`config.mk`:
```
export PLATFORM = sky130hd
export DESIGN_NAME = alu_issue_stage
export DESIGN_NICKNAME = d
export VERILOG_FILES = /design/src/rtl/alu_pkg.sv /design/src/rtl/ex_pkg.sv /design/src/rtl/alu.sv /design/src/rtl/sync_fifo2.sv /design/src/rtl/alu_issue_stage.sv
export SDC_FILE = /design/constraint.sdc
export NUM_CORES = 1
export LEC_CHECK = 0
export CORE_MARGIN = 2
export CORE_UTILIZATION = 45
export DETAILED_ROUTE_END_ITERATION = 12
export GPL_TIMING_DRIVEN = 0
export PLACE_DENSITY = 0.75
export SYNTH_ARGS = -nofsm -noshare
export SYNTH_HDL_FRONTEND = slang
export SYNTH_SLANG_ARGS = --single-unit
```
`constraint.sdc`:
```
create_clock -name clk -period 1.77 [get_ports clk]
set_input_delay 0.354 -clock clk [delete_from_list [all_inputs] [get_ports clk]]
set_output_delay 0.354 -clock clk [all_outputs]
set_load 0.1 [all_outputs]
```
`src/rtl/alu_pkg.sv`:
```
// ALU opcode constants shared by decode and execute.
package alu_pkg;

    localparam logic [2:0] ALU_ADD = 3'd0;
    localparam logic [2:0] ALU_SUB = 3'd1;
    localparam logic [2:0] ALU_XOR = 3'd2;
    localparam logic [2:0] ALU_OR  = 3'd3;
    localparam logic [2:0] ALU_AND = 3'd4;

endpackage

```
`src/rtl/ex_pkg.sv`:
```
// Execute-stage operand selects and the buffered result entry.
package ex_pkg;

    localparam int XLEN  = 32;
    localparam int REG_W = 5;

    typedef enum logic [1:0] {
        A_RS1  = 2'd0,
        A_PC   = 2'd1,
        A_ZERO = 2'd2
    } a_sel_e;

    typedef enum logic [1:0] {
        B_RS2  = 2'd0,
        B_IMM  = 2'd1,
        B_FOUR = 2'd2
    } b_sel_e;

    typedef struct packed {
        logic [XLEN-1:0]  result;
        logic [REG_W-1:0] rd;
        logic             we;
        logic             illegal;
    } entry_t;

endpackage

```
`src/rtl/alu.sv`:
```
// Combinational ALU: ADD/SUB/XOR/OR/AND modulo 2^N; unknown opcodes give 0 and flag illegal.
module alu
    import alu_pkg::*;
#(
    parameter int N = 32
) (
    input  logic [2:0]   alu_type,
    input  logic [N-1:0] a,
    input  logic [N-1:0] b,
    output logic [N-1:0] result,
    output logic         illegal
);

    logic signed [N-1:0] sa;
    logic signed [N-1:0] sb;

    assign sa = signed'(a);
    assign sb = signed'(b);

    always_comb begin
        result  = '0;
        illegal = 1'b0;
        case (alu_type)
            ALU_ADD: result = unsigned'(sa + sb);
            ALU_SUB: result = unsigned'(sa - sb);
            ALU_XOR: result = a ^ b;
            ALU_OR:  result = a | b;
            ALU_AND: result = a & b;
            default: illegal = 1'b1;
        endcase
    end

endmodule

```
`src/rtl/sync_fifo2.sv`:
```
// Two-entry in-order FIFO of result entries; flush squashes everything, including same-cycle push/pop.
module sync_fifo2
    import ex_pkg::*;
(
    input  logic   clk,
    input  logic   rst_n,
    input  logic   flush,
    input  logic   push,
    input  entry_t push_data,
    input  logic   pop,
    output entry_t head,
    output logic   full,
    output logic   empty
);

    entry_t     mem [2];
    logic       wr_ptr;
    logic       rd_ptr;
    logic [1:0] count;
    logic       do_push;
    logic       do_pop;

    assign full    = (count == 2'd2);
    assign empty   = (count == 2'd0);
    assign do_push = push && !full;
    assign do_pop  = pop && !empty;
    assign head    = mem[rd_ptr];

    always_ff @(posedge clk or negedge rst_n) begin
        if (!rst_n) begin
            mem[0] <= '0;
            mem[1] <= '0;
            wr_ptr <= 1'b0;
            rd_ptr <= 1'b0;
            count  <= 2'd0;
        end else if (flush) begin
            wr_ptr <= 1'b0;
            rd_ptr <= 1'b0;
            count  <= 2'd0;
        end else begin
            if (do_push) begin
                mem[wr_ptr] <= push_data;
                wr_ptr      <= ~wr_ptr;
            end
            if (do_pop) begin
                rd_ptr <= ~rd_ptr;
            end
            case ({do_push, do_pop})
                2'b10:   count <= count + 2'd1;
                2'b01:   count <= count - 2'd1;
                default: count <= count;
            endcase
        end
    end

endmodule

```
`src/rtl/alu_issue_stage.sv`:
```
// Execute front end: operand select, ALU, and a 2-entry result buffer between decode and writeback.
module alu_issue_stage
    import ex_pkg::*;
#(
    parameter int N    = XLEN,
    parameter int RD_W = REG_W
) (
    input  logic            clk,
    input  logic            rst_n,
    input  logic            flush,
    input  logic            in_valid,
    output logic            in_ready,
    input  logic [2:0]      in_alu_type,
    input  logic [1:0]      in_a_sel,
    input  logic [1:0]      in_b_sel,
    input  logic [N-1:0]    in_rs1,
    input  logic [N-1:0]    in_rs2,
    input  logic [N-1:0]    in_pc,
    input  logic [N-1:0]    in_imm,
    input  logic [RD_W-1:0] in_rd,
    input  logic            in_we,
    output logic            out_valid,
    input  logic            out_ready,
    output logic [N-1:0]    out_result,
    output logic [RD_W-1:0] out_rd,
    output logic            out_we,
    output logic            out_illegal
);

    logic [N-1:0] op_a;
    logic [N-1:0] op_b;
    logic         sel_illegal_a;
    logic         sel_illegal_b;
    logic [N-1:0] alu_result;
    logic         alu_illegal;
    entry_t       push_entry;
    entry_t       head;
    logic         full;
    logic         empty;

    // Operand selection; the reserved select encoding forces a zero operand and an illegal op.
    always_comb begin
        op_a          = '0;
        sel_illegal_a = 1'b0;
        case (a_sel_e'(in_a_sel))
            A_RS1:   op_a = in_rs1;
            A_PC:    op_a = in_pc;
            A_ZERO:  op_a = '0;
            default: sel_illegal_a = 1'b1;
        endcase
    end

    always_comb begin
        op_b          = '0;
        sel_illegal_b = 1'b0;
        case (b_sel_e'(in_b_sel))
            B_RS2:   op_b = in_rs2;
            B_IMM:   op_b = in_imm;
            B_FOUR:  op_b = N'(4);
            default: sel_illegal_b = 1'b1;
        endcase
    end

    alu #(.N(N)) u_alu (
        .alu_type (in_alu_type),
        .a        (op_a),
        .b        (op_b),
        .result   (alu_result),
        .illegal  (alu_illegal)
    );

    always_comb begin
        push_entry         = '0;
        push_entry.result  = alu_result;
        push_entry.rd      = in_rd;
        push_entry.we      = in_we;
        push_entry.illegal = alu_illegal || sel_illegal_a || sel_illegal_b;
    end

    // Result buffer boundary: ready depends only on buffer state and reset.
    assign in_ready = rst_n && !full;

    sync_fifo2 u_fifo (
        .clk       (clk),
        .rst_n     (rst_n),
        .flush     (flush),
        .push      (in_valid && in_ready),
        .push_data (push_entry),
        .pop       (out_ready),
        .head      (head),
        .full      (full),
        .empty     (empty)
    );

    assign out_valid   = !empty;
    assign out_result  = head.result;
    assign out_rd      = head.rd;
    assign out_we      = head.we;
    assign out_illegal = head.illegal;

endmodule

```
### After elaboration in Yosys (flattened, before gate mapping)

Cells that the tools add are included.

| word-level totals | value |
|---|---|
| bits in registers | 82 |
| input bits | 146 |
| output and inout port bits | 41 |
| word-level logic and storage cells | 75 |

| cells by class | value |
|---|---|
| $add $sub $neg | 4 |
| order comparisons | 3 |
| equal/unequal tests | 11 |
| muxes and demuxes | 18 |
| bitwise logic cells | 8 |
| reduce and logical (&&, ||, !) cells | 20 |

Operators with widths:

| operator | count |
|---|---|
| case mux 32 bit (5 select lines) | 1 |
| 2-to-1 mux 39 bit | 4 |
| case mux 32 bit (3 select lines) | 1 |
| bitwise mux 78 bit | 1 |
| case mux 32 bit (2 select lines) | 1 |
| demux 39 bit (select 1 bit) | 1 |
| adder 32 bit | 1 |
| AND 32 bit | 1 |
| bitwise OR 32 bit | 1 |
| subtractor 32 bit | 1 |
| bitwise XOR 32 bit | 1 |
| equality test 2 bit, second input constant | 4 |
| 2-to-1 mux 1 bit | 7 |
| equality test 2 x 1 -> 1 bit, second input constant | 3 |
| equality test 3 x 2 -> 1 bit, second input constant | 2 |
| zero test 2 bit | 3 |
| OR reduction 3 bit | 2 |
| logical AND 1 bit | 5 |
| OR reduction 5 bit | 1 |
| >= comparator 2 bit, second input constant | 2 |
| inverter 1 -> 2 bit | 2 |
| case mux 2 bit (2 select lines) | 1 |
| nonzero test 2 bit | 2 |
| equality test 3 x 1 -> 1 bit, second input constant | 1 |
| 11 further kinds | 15 |

### Depth between registers and ports, before layout

Gate-level depths: netlist of the first run.

| logic depth | value |
|---|---|
| word-level depth | 8 |
| mapped depth | 24 |
| gate-level depth less buffers | 20 |

### By module

Synthesis of the first run repeated with hierarchy kept, for this count alone.

| unflattened totals | value |
|---|---|
| cells, all modules | 1,010 |
| area total of the unflattened synthesis | 8,923.6 sq um |

Modules (own cells, without submodules):

| module | times used | cells an instance | area an instance (sq um) | sequential area each (sq um) |
|---|---|---|---|---|
| alu | 1 | 629 | 4,220.3 | 0.0 |
| sync_fifo2 | 1 | 232 | 3,628.5 | 2,052.0 |
| alu_issue_stage | 1 | 149 | 1,074.8 | 0.0 |

### Worst setup path after synthesis of the first run

Ideal clock, no wire load.

| timing | value |
|---|---|
| path kind | input to register |
| from | input port in_b_sel[0] |
| to | register u_fifo.mem[74] (netlist name) |
| library setup time | 0.125 ns |
| data arrival time | 4.876 ns |
| data required time | 1.645 ns |
| path slack | -3.231 ns |
| stages | 23 |
| buffers on the path | 4 |
| cells stage by stage | buf_6 > buf_6 > buf_2 > buf_1 > mux2i_1 > or2_2 > ha_1 > o21ai_0 > nor4_2 > nand3b_1 > or2_2 > o31ai_1 > xnor2_1 > ha_1 > nand2_1 > a21oi_1 > a221oi_1 > o2111ai_1 > a21oi_1 > o21ai_0 > xnor2_1 > o21ai_0 > mux2_2 |

| between the ends | value |
|---|---|
| longest elaborated chain between the ends | 5 |
| elaborated cells between the ends (all ways) | 11 |
| those cells by class | 2 x add/sub; 2 x eq/ne; 3 x mux; 3 x bitwise; 1 x reduce/logical |

RTL lines:

| item | line | RTL |
|---|---|---|
| start: declaration | alu_issue_stage.sv:15 | `input logic [1:0] in_b_sel,` |
| equality test 2 bit, or another cell as far along | alu_issue_stage.sv:56 | `case (b_sel_e'(in_b_sel))` |
| case mux 32 bit (3 select lines) * | alu_issue_stage.sv:56 |  |
| subtractor 32 bit, or another cell as far along | alu.sv:25 | `ALU_SUB: result = unsigned'(sa - sb);` |
| case mux 32 bit (5 select lines) * | alu.sv:23 | `case (alu_type)` |
| bitwise mux 78 bit * | sync_fifo2.sv:42 | `mem[wr_ptr] <= push_data;` |
| end signal: indexed assignment | sync_fifo2.sv:42 |  |
| end: declaration | sync_fifo2.sv:16 | `entry_t mem [2];` |

Mark *: on every way between the ends. The rest lies on a longest branch, timed or not.
A chain may end at the register's enable or synchronous reset.

### Worst setup path in the final report of the first run

| timing | value |
|---|---|
| from | input port in_b_sel[0] |
| to | register u_fifo.mem[75] (netlist name) |

Same word-level chain as after synthesis.

==> summary.txt, run 1 <==
Floorplan
  – Num rows: 51
  – Initial core utilization: 45.6%
  – Die ar.: 0.0207 mm^2
  – Die Span X: 144 um
  – # IOs: 187
  – Core area: 0.0193 mm^2
  – Die height: 144 um

Clock network
  – Clock sink total: 82
  – Max clock buf depth: 2
  – CTS tree: built
  – Insertion delay to the later sink of the worst-skew pair: 0.33 ns
  – H-tree Lvls: 3
  – Num CTS Buffers: 9
  – Clk slew on worst S/H paths: 0.06 ns
  – Root Driver: clkbuf_16

Power and ir drop
  – Leak Pwr: 6.50 nW
  – Design Power: 12.0 mW
  – Worst vdd ir: 0.490 mV
  – PD cells: 844 mW/mm^2

Global route
  – Maximum number of pins on one net before global-route repair: 45
  – Initial antenna violation count: 0
  – First-pass GRT wire length: 48.5 mm
  – Gr ovfl total: 0
  – Vias in the first global route: 9,476
  – Total Routing Usage GR: 30.1%

Logic synthesis
  – Yosys warns: 0
  – Share of flip-flops with an asynchronous set or reset: 100%
  – Register bit total from synthesis: 82
  – Netlist cell types: 62
  – Mapped Area: 0.00881 mm^2
  – Synth Flop Type: dfrtp_1
  – Gate Count Post-Synth: 1,060
  – Top-area cell type share of the netlist area: 23.3%
  – Most instantiated library cell after synthesis: nor2_1
  – Avg Synthesized Cell Area: 8.31 um^2
  – Post-synth EDFFs: 0
  – Top cells by area, synth: dfrtp_1 (23%), ha_1 (14%), mux2_2 (8.2%)
  – Synth Net Count: 1,303
  – Post-synth top area cell: dfrtp_1
  – Top post-synthesis cells by count: nor2_1 (113), ha_1 (96), nand2_1 (88), a21oi_1 (86), dfrtp_1 (82)
  – Register area share after synthesis: 23.3%

Detailed routing
  – DRT Pass-1 Iters: 5
  – Vias: 9,584
  – Via density: 5.83
  – Remaining antenna violation count: 0
  – Drt drc: 0
  – Total wire length: 34.2 mm
  – Drt wl/cell: 20.8 um
  – Iteration-0 DRC Markers: 1,062

Critical path
  – CP endpoint kind: flip-flop
  – Critical path type: in -> reg
  – Crit-path max FO: 3
  – Setup crit start kind: primary input
  – WP data arrival: 4.64 ns
  – Critical path required time: 1.99 ns

Cells and area
  – Filler cells: 1,366
  – Diodes inserted: 0
  – Post-route cell area: 0.0142 mm^2
  – Area growth from synthesis to layout: 61.3%
  – Layout cell share with drive strength beyond 1: 34.5%
  – Nets@finish: 1,618
  – Core Util, Final: 73.5%

Timing
  – Final setup vio count: 115
  – Worst slew margin: 50.5%
  – Post-layout min period: 4.42 ns
  – Worst-Margin Slew: 0.742 ns
  – Final Cycle Share: 250%
  – Min Hold Slack: 0.484 ns
  – Setup_tns: -144.78 ns
  – Skew final: 0.00765 ns
  – Hold Vio Cnt, Final: 0
  – RSZ-0062 raised after global routing: yes
  – Final Worst Setup Slack: -2.65 ns
  – FMAX: 226 MHz
  – Final count of pins violating max slew: 0

Placement
  – PortBufs: 182
  – Gpl congestion: 0.989
  – Area after DPL: 0.0112 mm^2
  – Post-DP HPWL: 22.1 mm

Job
  – Max Cap Viol: 0

Outcome
  – Failing checks: setup timing
  – Run status: finished, violations left

Min path
  – HP Class: reg -> reg
final timing paths:
path	startpoint	end	slack, ns	depth (start not counted)
min	u_fifo.mem[12]	u_fifo.mem[12]	0.48	2
min reg2reg	u_fifo.mem[12]	u_fifo.mem[12]	0.48	2
min in group asynchronous	rst_n	u_fifo.mem[56]	0.72	3
max	in_b_sel[0]	u_fifo.mem[75]	-2.65	25
max in group asynchronous	rst_n	u_fifo.mem[27]	0.84	3
max reg2reg	u_fifo.count[0]	u_fifo.mem[36]	-0.16	7
cell usage in the layout, fill, tap and decap left out, drive strengths merged, types with 4 or more instances in the layout:
master and count:
nor2b 8, mux2i 66, a221oi 5, nor2 113, o21a 5, mux2 64
o21ai 70, and2 6, buf 177, xnor2 49, o21bai 4, o31ai 8
clkbuf 55, a21o 8, nor4 5, a211oi 18, or3 6, a31oi 14
xor2 11, nand3 9, nor3 10, nand2 88, a21oi 86, nand2b 9
or2 36, inv 78, a222oi 15, nand3b 4, dfrtp 82, clkdlybuf4s50 137
ha 96
logic make-up (layout without fill, tap and decap cells):
kind of cell / count (synthesis) / count (layout) / share of synthesized area, %
AO/OA/AOI/OAI: 254 / 254 / 18.1
XOR/XNOR: 60 / 60 / 5.96
adder cells (fa/ha/maj): 97 / 97 / 13.9
buffers and inverters: 136 / 454 / 7.17
flip-flops: 82 / 82 / 23.3
multiplexers: 130 / 130 / 15.7
AND/OR/NAND/NOR: 301 / 301 / 16.0
sequential cells by signal (all words and copies together) (netlist names):
signal	cells
u_fifo.rd_ptr	1
u_fifo.count	2
u_fifo.wr_ptr	1
u_fifo.mem	78
stage by stage:
step	std cells	setup slack [ns]
2_1_floorplan	1060	-2.50
3_3_place_gp	1507	-4.21
4_1_cts	1609	-2.55
6_report	1643	-2.65
5_1_grt	1643	-2.80
3_5_place_dp	1508	-3.48
timing repair:
action                     4_1_cts  5_1_grt
hold buffers                     2        1
gates cloned                     1        4
buffers inserted                88       42
pin swaps                       88       83
gates resized for setup        530      168
setup endpoints to repair      119      121
hold endpoints to repair        41       70
critical path, stage by stage:
cell and delay [ns]:
buf_12 0.11, buf_12 0.12, buf_12 0.11, buf_12 0.12, mux2i_2 0.18, or2_4 0.17, ha_4 0.16, o21ai_4 0.07
nor4_4 0.21, nand3b_1 0.20, or2_4 0.29, buf_6 0.12, o31ai_4 0.18, xnor2_1 0.12, ha_1 0.36, buf_6 0.15
nor3_2 0.11, nor2_1 0.07, a221oi_2 0.38, buf_4 0.19, a211oi_4 0.05, nor2_1 0.16, mux2i_1 0.09, a211o_1 0.29
mux2_4 0.27
metal layers:
layer | track usage (%) | part of all wire [%] | vias up | wire, um
li1 | - | - | 4342 | -
met1 | 36.0 | 38 | 4600 | 12900
met2 | 54.1 | 51 | 511 | 17300
met3 | 4.23 | 7.4 | 131 | 2530
met4 | 11.9 | 4.5 | 0 | 1530
met5 | 0 | 0 | - | 0
power by group:
part           switching [mW]  internal [mW]  total, mW
sequential              0.272           2.32       2.59
combinational            4.30           3.14       7.44
clock                   0.711           1.26       1.97
total                    5.28           6.72       12.0
layout make-up:
class | count | area, um^2 | share of cell area (%)
clock buffers | 11 | 243 | 1.71
flip-flops and latches | 82 | 2050 | 14.4
multi-input cells | 842 | 7330 | 51.6
repair buffers | 310 | 3380 | 23.8
well taps | 265 | 332 | 2.33
inverters | 78 | 293 | 2.06
plain buffers | 52 | 524 | 3.69
clock inverters | 3 | 65.1 | 0.458
Note: power is estimated with default switching activity, not from simulation.
==> run 2: changes to the inputs <==
MAX_ROUTING_LAYER = met4   (was not set)
==> summary.txt, run 2 (synthesis gave the netlist of run 1 again) <==
Global route
  – Gr ovfl total: 0 (unchanged)
  – First-pass GRT wire length: 45.2 mm (was 48.5 mm)
  – Total Routing Usage GR: 28.9% (was 30.1%)
  – Initial antenna violation count: 0 (unchanged)
  – Vias in the first global route: 8,834 (was 9,476)
  – Maximum number of pins on one net before global-route repair: 60 (was 45)

Critical path
  – WP data arrival: 4.60 ns (was 4.64 ns)
  – CP max stage cell: or2_4 (was a221oi_2)
  – Critical Path Source: in_b_sel[0] (unchanged)
  – Slowest stage delay, CP: 0.32 ns (was 0.38 ns)
  – Critical path required time: 1.97 ns (was 1.99 ns)
  – Buf/Inv on CP: 6 (was 7)
  – Critical R2R Capture: u_fifo.mem[18] (was u_fifo.mem[36])
  – Reg2Reg Depth: 9 (was 7)
  – Critical Path Most Common Cell: buf_12 (unchanged)
  – Worst R2R Setup Slack: -0.27 ns (was -0.16 ns)
  – Setup crit start kind: primary input (unchanged)
  – Critical path type: in -> reg (unchanged)
  – R2R Path Start: u_fifo.count[0] (unchanged)
  – Crit-path max FO: 5 (was 3)
  – CP delay by family, top: simple AND/OR/NAND/NOR gates (unchanged)
  – CP endpoint kind: flip-flop (unchanged)

Timing
  – Final setup vio count: 119 (was 115)
  – Final Cycle Share: 249% (was 250%)
  – RSZ-0062 raised after global routing: yes (unchanged)
  – Skew final: 0.00530 ns (was 0.00765 ns)
  – Post-layout min period: 4.40 ns (was 4.42 ns)
  – Final Worst Setup Slack: -2.63 ns (was -2.65 ns)
  – Worst-Margin Slew: 0.728 ns (was 0.742 ns)
  – Worst slew margin: 51.3% (was 50.5%)
  – Hold Vio Cnt, Final: 0 (unchanged)
  – Final count of pins violating max slew: 0 (unchanged)
  – FMAX: 227 MHz (was 226 MHz)

Detailed routing
  – DRT Pass-1 Iters: 7 (was 5)
  – Vias: 9,771 (was 9,584)
  – Iteration-0 DRC Markers: 1,185 (was 1,062)
  – Total wire length: 35.0 mm (was 34.2 mm)
  – Drt wl/cell: 21.1 um (was 20.8 um)
  – Via density: 5.89 (was 5.83)
  – Drt drc: 0 (unchanged)
  – Remaining antenna violation count: 0 (unchanged)

Outcome
  – Failing checks: setup timing (unchanged)
  – Run status: finished, violations left (unchanged)

Cells and area
  – Largest Register: u_fifo.mem (unchanged)
  – Layout cell share with drive strength beyond 1: 35.6% (was 34.5%)
  – Commonest non-fill, non-tap cell in the layout: clkdlybuf4s50_1 (unchanged)
  – Core Util, Final: 74.4% (was 73.5%)
  – Max FFs per register: 78 (unchanged)
  – Diodes inserted: 0 (unchanged)
  – Biggest regs: u_fifo.mem x78, u_fifo.count x2 (unchanged)
  – Nets@finish: 1,634 (was 1,618)
  – Non-filler cells, final: 1,660 (was 1,643)
  – Most frequent cells in the layout: clkdlybuf4s50_1 (132), nor2_1 (101), buf_4 (101) (was clkdlybuf4s50_1 (137), nor2_1 (102), buf_4 (86))
  – Area growth from synthesis to layout: 63.3% (was 61.3%)
  – Post-route cell area: 0.0144 mm^2 (was 0.0142 mm^2)

Clock network
  – CTS tree: built (unchanged)
  – Root Driver: clkbuf_16 (unchanged)
  – Clk slew on worst S/H paths: 0.06 ns (about the same)
  – Num CTS Buffers: 9 (unchanged)
  – Insertion delay to the later sink of the worst-skew pair: 0.34 ns (was 0.33 ns)
  – Max clock buf depth: 2 (unchanged)
  – Clock sink total: 82 (unchanged)
  – H-tree Lvls: 3 (unchanged)

Placement
  – PortBufs: 182 (unchanged)
  – Post-DP HPWL: 21.8 mm (was 22.1 mm)
  – DP Cell Count: 1,508 (unchanged)
  – Area after DPL: 0.0112 mm^2 (about the same)
  – Gpl congestion: 0.999 (was 0.989)

Floorplan
  – Num rows: 51 (unchanged)
  – Core area: 0.0193 mm^2 (unchanged)
  – Die height: 144 um (unchanged)
  – Die ar.: 0.0207 mm^2 (unchanged)
  – Initial core utilization: 45.6% (unchanged)
  – Die Span X: 144 um (unchanged)
  – # IOs: 187 (unchanged)

Power and ir drop
  – Leak Pwr: 6.64 nW (was 6.50 nW)
  – PD cells: 835 mW/mm^2 (was 844 mW/mm^2)
  – Worst vdd ir: 0.467 mV (was 0.490 mV)

Min path
  – HP Class: reg -> reg (unchanged)
  – Hold depth: 2 (unchanged)
  – Hold Crit Start: u_fifo.mem[15] (was u_fifo.mem[12])
  – Worst Hold End: u_fifo.mem[15] (was u_fifo.mem[12])

Job
  – Max Cap Viol: 0 (unchanged)
run 2: cell count changes in the layout (fill, tap and decap cells not counted), sizes merged:
cell	previous run	this run
buf	177	191
clkdlybuf4s50	137	132
dlymetal6s2s	2	7
clkbuf	55	58
bufinv	2	1
dlygate4sd3	1	2
run 2: layer usage:
metal | GRT usage, % | part of all wire (%) | vias to the layer above
li1 | - | - | 4364
met1 | 35.1 | 38 | 4670
met2 | 48.2 | 50 | 570
met3 | 4.63 | 7.3 | 167
met4 | 11.1 | 5.1 | 0
met5 | - | 0 | -
run 2: repair_timing:
| item | in CTS | in global routing |
|---|---|---|
| setup endpoints to repair | 119 | 121 |
| gates resized for setup | 183 | 527 |
| hold buffers | 2 | 2 |
| cloned | 0 | 6 |
| endpoints found under the hold margin | 26 | 53 |
| buffers inserted | 57 | 78 |
| pin swaps | 62 | 98 |
run 2: worst max-delay path by stage:
stage / endpoint / slack, ns / cells after the start
4_1_cts: u_fifo.mem[75] / -2.57 / 24
5_1_grt: u_fifo.mem[32] / -2.72 / 25
3_5_place_dp: u_fifo.mem[35] / -3.50 / 17
6_report: u_fifo.mem[71] / -2.63 / 25
3_3_place_gp: u_fifo.mem[43] / -4.24 / 5
2_1_floorplan: u_fifo.mem[75] / -2.50 / 23
run 2: worst register-to-register path: cells and delay by family, from the launching register on:
| family | cells | cell delay [ns] |
|---|---|---|
| buffers and inverters | 3 | 0.75 |
| AO/OA/AOI/OAI | 1 | 0.08 |
| AND/OR/NAND/NOR | 5 | 0.72 |
| flip-flops | 1 | 0.42 |
run 2: area by class of cell:
cell class / instances / area, um^2
Multi-Input combinational cell: 842 / 7400
Fill cell: 1325 / 4950
Timing Repair Buffer: 322 / 3420
Sequential cell: 82 / 2050
Buffer: 56 / 579
Tap cell: 265 / 332
Inverter: 78 / 293
Clock buffer: 13 / 270
Clock inverter: 2 / 35.0
run 2: where the power goes:
part           internal [mW]  switching [mW]
clock network           1.20           0.735
registers               2.32           0.263
logic                   3.15            4.35
run 2: through the flow:
| stage | TNS [ns] | hold slack (ns) | setup slack [ns] | total power, mW |
|---|---|---|---|---|
| 5_1_grt | -149.15 | 0.498 | -2.72 | 12.5 |
| 3_3_place_gp | -550.68 | 0.455 | -4.24 | 7.98 |
| 4_1_cts | -155.72 | 0.476 | -2.57 | 10.3 |
| 3_5_place_dp | -229.09 | 0.292 | -3.50 | 8.06 |
| 6_report | -141.63 | 0.480 | -2.63 | 12.0 |
| 2_1_floorplan | -115.45 | 0.0584 | -2.50 | 6.68 |
